<file path="config.mk">
export PLATFORM = sky130hd
export DESIGN_NAME = w5300_bus_master
export DESIGN_NICKNAME = d
export VERILOG_FILES = /design/src/rtl/w5300_bus_master.sv
export SDC_FILE = /design/constraint.sdc
export NUM_CORES = 1
export LEC_CHECK = 0
export CAP_MARGIN = 20
export CORE_AREA = 5 5 96 98
export DETAILED_ROUTE_END_ITERATION = 10
export DIE_AREA = 0 0 101 103
export GPL_TIMING_DRIVEN = 0
export PLACE_DENSITY = 0.77
export SETUP_SLACK_MARGIN = 0.3
export SLEW_MARGIN = 20
export SYNTH_ARGS = -nofsm -noshare
export SYNTH_HDL_FRONTEND = slang
export SYNTH_SLANG_ARGS = --single-unit
</file>
<file path="constraint.sdc">
create_clock -name clk -period 3.5 [get_ports clk]
set_input_delay 0.35 -clock clk [delete_from_list [all_inputs] [get_ports clk]]
set_output_delay 0.35 -clock clk [all_outputs]
set_load 0.02 [all_outputs]
</file>
<file path="src/rtl/w5300_bus_master.sv">
// w5300_bus_master: timed W5300 parallel-bus master with burst access and irq sync
module w5300_bus_master #(
  parameter int ADDR_W    = 10,
  parameter int DATA_W    = 16,
  parameter int LEN_W     = 8,
  parameter int T_SETUP   = 1,
  parameter int T_STROBE  = 4,
  parameter int T_HOLD    = 1,
  parameter int T_RECOVER = 2
) (
  input  logic              clk,
  input  logic              rst,
  input  logic              req_valid,
  output logic              req_ready,
  input  logic              req_write,
  input  logic [ADDR_W-1:0] req_addr,
  input  logic [DATA_W-1:0] req_wdata,
  input  logic [LEN_W-1:0]  req_len,
  output logic              wdata_next,
  output logic              rsp_valid,
  output logic [DATA_W-1:0] rsp_rdata,
  output logic              rsp_last,
  output logic              busy,
  output logic              irq,
  input  logic [DATA_W-1:0] data_in,
  output logic [DATA_W-1:0] data_out,
  output logic              data_oe,
  output logic [ADDR_W-1:0] addr,
  output logic              cs_n,
  output logic              rd_n,
  output logic              we_n,
  output logic              rw_n,
  input  logic              int_n
);
  typedef enum logic [2:0] {IDLE, SETUP, STROBE, HOLD, RECOVER} state_t;
  localparam int TM0  = T_SETUP > T_STROBE ? T_SETUP : T_STROBE;
  localparam int TM1  = T_HOLD > T_RECOVER ? T_HOLD : T_RECOVER;
  localparam int TMAX = TM0 > TM1 ? TM0 : TM1;
  localparam int CW   = $clog2(TMAX + 1);
  state_t state, state_d;
  logic [CW-1:0] cnt, cnt_d;
  logic [LEN_W-1:0] rem;
  logic [DATA_W-1:0] wdata_q;
  logic wr_q;
  logic [1:0] sync;
  logic accept, last_strobe, wr, act_d;
  assign accept      = req_valid && req_ready;
  assign last_strobe = state == STROBE && cnt == '0;
  assign wr          = accept ? req_write : wr_q;
  assign act_d       = state_d == SETUP || state_d == STROBE || state_d == HOLD;
  // next state; the phase counter reloads with the new phase length on every state entry
  always_comb begin
    state_d = state;
    cnt_d   = cnt - 1'b1;
    case (state)
      IDLE: begin
        cnt_d = cnt;
        if (accept) begin
          state_d = SETUP;
          cnt_d   = CW'(T_SETUP - 1);
        end
      end
      SETUP:   if (cnt == '0) begin state_d = STROBE;  cnt_d = CW'(T_STROBE - 1);  end
      STROBE:  if (cnt == '0) begin state_d = HOLD;    cnt_d = CW'(T_HOLD - 1);    end
      HOLD:    if (cnt == '0) begin state_d = RECOVER; cnt_d = CW'(T_RECOVER - 1); end
      RECOVER: if (cnt == '0) begin state_d = rem != '0 ? SETUP : IDLE; cnt_d = CW'(T_SETUP - 1); end
      default: state_d = IDLE;
    endcase
  end
  // state, phase counter and per-request latches
  always_ff @(posedge clk or posedge rst) begin
    if (rst) begin
      state   <= IDLE;
      cnt     <= '0;
      rem     <= '0;
      wdata_q <= '0;
      wr_q    <= 1'b0;
    end else begin
      state <= state_d;
      cnt   <= cnt_d;
      if (accept) begin
        wr_q <= req_write;
        rem  <= req_len;
      end else if (state == RECOVER && cnt == '0 && rem != '0) begin
        rem <= rem - 1'b1;
      end
      if (wdata_next) wdata_q <= req_wdata;
    end
  end
  // registered pin and response outputs decoded from the upcoming state
  always_ff @(posedge clk or posedge rst) begin
    if (rst) begin
      req_ready  <= 1'b0;
      busy       <= 1'b0;
      cs_n       <= 1'b1;
      rd_n       <= 1'b1;
      we_n       <= 1'b1;
      rw_n       <= 1'b1;
      data_oe    <= 1'b0;
      addr       <= '0;
      data_out   <= '0;
      rsp_valid  <= 1'b0;
      rsp_last   <= 1'b0;
      rsp_rdata  <= '0;
      wdata_next <= 1'b0;
    end else begin
      req_ready  <= state_d == IDLE;
      busy       <= state_d != IDLE;
      cs_n       <= !act_d;
      rd_n       <= !(state_d == STROBE && !wr);
      we_n       <= !(state_d == STROBE && wr);
      rw_n       <= !(act_d && wr);
      data_oe    <= act_d && wr;
      rsp_valid  <= last_strobe;
      rsp_last   <= last_strobe && rem == '0;
      wdata_next <= last_strobe && wr_q && rem != '0;
      if (accept) addr <= req_addr;
      if (state_d == SETUP && state != SETUP && wr) data_out <= accept ? req_wdata : wdata_q;
      if (last_strobe && !wr_q) rsp_rdata <= data_in;
    end
  end
  // two-flop synchroniser on the asynchronous interrupt, then registered inversion
  always_ff @(posedge clk or posedge rst) begin
    if (rst) begin
      sync <= 2'b11;
      irq  <= 1'b0;
    end else begin
      sync <= {sync[0], int_n};
      irq  <= !sync[1];
    end
  end
endmodule

</file>
==> run metrics <==
H-Tree Depth 3; synth unique cells 45; Async S/R FF share, synth 1.00; Final Cell Area 5260 um^2; CP required approximately 3.7 ns; largest area contributor in the netlist dfrtp_1; FF-to-FF path depth 7; Residual DRC 0; crit-path cells inv_1 > ha_1 > nor3b_2 > nand3b_1 > nor2_1 > buf_2 > mux2_2; Die ar. 10400 um^2; Mapped Area 3750 um^2; DRT Wirelength 8180 um; Syn Nets approximately 390; # hold bufs at CTS 0; largest net degree at the start of global routing 49; period utilization 0.768; initial core utilization 0.448; worst slew pin tran 0.791 ns; top cell type's share of synthesized area 0.534; CTS Buf Count 9; status finished, final reports clean; Synth Area in Adders 0.0133; clk sinks 86; Setup crit start cnt[0]$_DFFE_PP0P_; Synth Area in Compound Gates 0.0413; post_cts resized 0; Syn-to-layout area delta 40.1%; met2 wire length approximately 4300 um; worst vdd ir 0.000219 V; io pins roughly 110; Hold Vio Cnt, Final 0; CP Data Arrival Time 2.92 ns; fin cells approximately 560; Hold Slack 0.361 ns; XOR/XNOR Fraction of Synth Area 0.0187; port bufs about 110; routed length on met3 450 um; maximum fanout along the worst path 10; #FFs+latches synth 86; max layer used met4; Post-CTS Setup Bufs 0; Synth area leaders dfrtp_1 (53%), mux2_2 (11%), nand2_1 (9.3%), dfstp_2 (4.2%), mux2_4 (4.0%); grt total ovfl 0; fin worst setup slack 0.811 ns; CTS tree yes; Routed Antenna Nets 0; Max Cap Violations 0; fin. max-slew vios 0; routability cong. a little over 0.8; Core Box Area 8380 um^2; WHS Endpoint sync[1]$_DFF_PP1_; Row Count 34; met1 wire length 3380 um; Critical-path top delay cell nor2_1; critical path type register to register; Hold Crit Depth 0; slowest stage delay, CP between 0.5 and 0.6 ns; overall power about 2.0 mW; skew final 0.00810 ns; reg-to-reg slack, setup 0.81 ns; Worst R2R End rsp_rdata[13]$_DFFE_PP0P_; max frequency ~0.37 GHz; Synth Area in Simple Gates 0.157; Hold Crit Start sync[0]$_DFF_PP1_; wire length per cell 14.7 um; DP Cell Count 542; vias in the first global route around 2.9k; multiplexer share of the synthesized area 0.159; Setup WS pre-CTS 0.769 ns; drt initial violations 107; CP startpoint kind register; vias per std cell around 4.9; layout cell share with drive strength beyond 1 0.187; placed cell areas 4990 um^2; Clk Latency, worst-skew pair ~0.34 ns; diodes inserted 0; root buffer cell clkbuf_8; clk buf depth 2; initial antenna violation count 0; clock transition at the registers of the reported paths 0.09 ns; GRT Total Usage 0.166; Core Util, Final 0.628; Top FF cell, synth dfrtp_1; Post-synth EDFFs 0; dpl hpwl approximately 6000 um; vias about 2.7k; first-pass iteration count of the detailed router 4; largest family of logic cells by synthesized area multiplexers; minimum clock period 2.69 ns; Syn Area/Cell around 12 um^2; RSZ-0062 raised after global routing no; DIE WIDTH just over 100 um; worst hold-check path type register to register; Synth Instances around 330; Worst Setup End Kind register; reg2reg start cnt[0]$_DFFE_PP0P_; Setup TNS 0 ns; Seq/Total Area, Yosys 0.576; global-route wire length before repair between 10000 and 15000 um; yosys warns 0; Setup-failing EPs final 0; Pwr Density 389 nW/um^2; Slew Limit Headroom 0.468; Die Y-Extent approximately 100 um; number of nets in the layout 504; static leakage 2.38 nW
-- cells in the final DEF (no fill, tap or decap), types with 2 or more instances in the layout --
cell type and count:
a21oi_1 3, and3_1 2, bufinv_16 4, clkbuf_1 9, clkbuf_8 11, clkdlybuf4s50_1 107, dfrtp_1 80, dfstp_2 6
ha_1 4, inv_1 9, mux2_2 38, mux2_4 10, mux2i_1 2, nand2_1 93, nand2b_1 2, nand3_1 5
nand3b_1 2, nand4_1 4, nor2_1 8, nor3_1 3, o21a_1 2, o21ai_0 10, o21ai_1 2, xor2_1 7
-- final cells by class --
type | count | area, um^2
fillers | 681 | 3120
flip-flops and latches | 86 | 2160
repair buffers | 108 | 1100
plain buffers | 14 | 91.3
clock buffers | 10 | 138
multi-input cells | 216 | 1460
inverters | 10 | 40.0
well taps | 108 | 135
clock inverters | 6 | 133
-- how the worst max path moves through the flow --
stage / cells after the start / endpoint
after floorplan: 1 / addr[0]$_DFFE_PP0P_
after global placement: 2 / data_out[15]$_DFFE_PP0P_
after detailed placement: 9 / data_out[2]$_DFFE_PP0P_
after CTS: 7 / rsp_rdata[13]$_DFFE_PP0P_
after global routing: 7 / rsp_rdata[9]$_DFFE_PP0P_
final: 7 / rsp_rdata[13]$_DFFE_PP0P_
-- routing by layer --
layer | vias up | global-route usage
met4 | 0 | 0.0613
met3 | 6 | 0.0365
met1 | 1338 | 0.201
li1 | 1322 | -
met2 | 68 | 0.291
met5 | - | 0
-- registers in the layout (all words and copies together), names as in the netlist, 2 cells and up --
name / count
state: 3
data_out: 16
rsp_rdata: 16
sync: 2
rem: 8
cnt: 3
wdata_q: 16
addr: 10
-- where the power goes --
| group | total [mW] | internal, mW | switching, mW |
|---|---|---|---|
| logic | 0.130 | 0.0796 | 0.0499 |
| clock network | 0.904 | 0.564 | 0.340 |
| registers | 1.01 | 1.00 | 0.00492 |
-- cell families (layout without fill, tap and decap cells) --
kind of cell | after synthesis | count (layout)
AND/OR/NAND/NOR | 130 | 130
flip-flops | 86 | 86
multiplexers | 50 | 50
AO/OA/AOI/OAI | 24 | 24
buffers and inverters | 24 | 148
XOR/XNOR | 8 | 8
adder cells (fa/ha/maj) | 4 | 4
-- synthesized netlist by cell type (2+ instances only) --
cell type,count
dfrtp_1,80
dfstp_2,6
clkbuf_1,9
inv_1,10
mux2_4,10
nand2_1,93
o21ai_0,10
nand4_1,4
nand3_1,5
o21a_1,2
mux2_2,38
a21oi_1,3
ha_1,4
and3_1,2
mux2i_1,2
nor3_1,3
nand2b_1,2
nand3b_1,2
xor2_1,7
nor2_1,8
o21ai_1,2
-- worst max-delay path, delay by kind of cell (launching register included) --
family	cells	cell delay (ns)
buf+inv	2	0.47
simple gates	3	1.11
fa+ha+maj	1	0.21
mux	1	0.37
flops	1	0.40
Power figures use the tool's default switching activity.
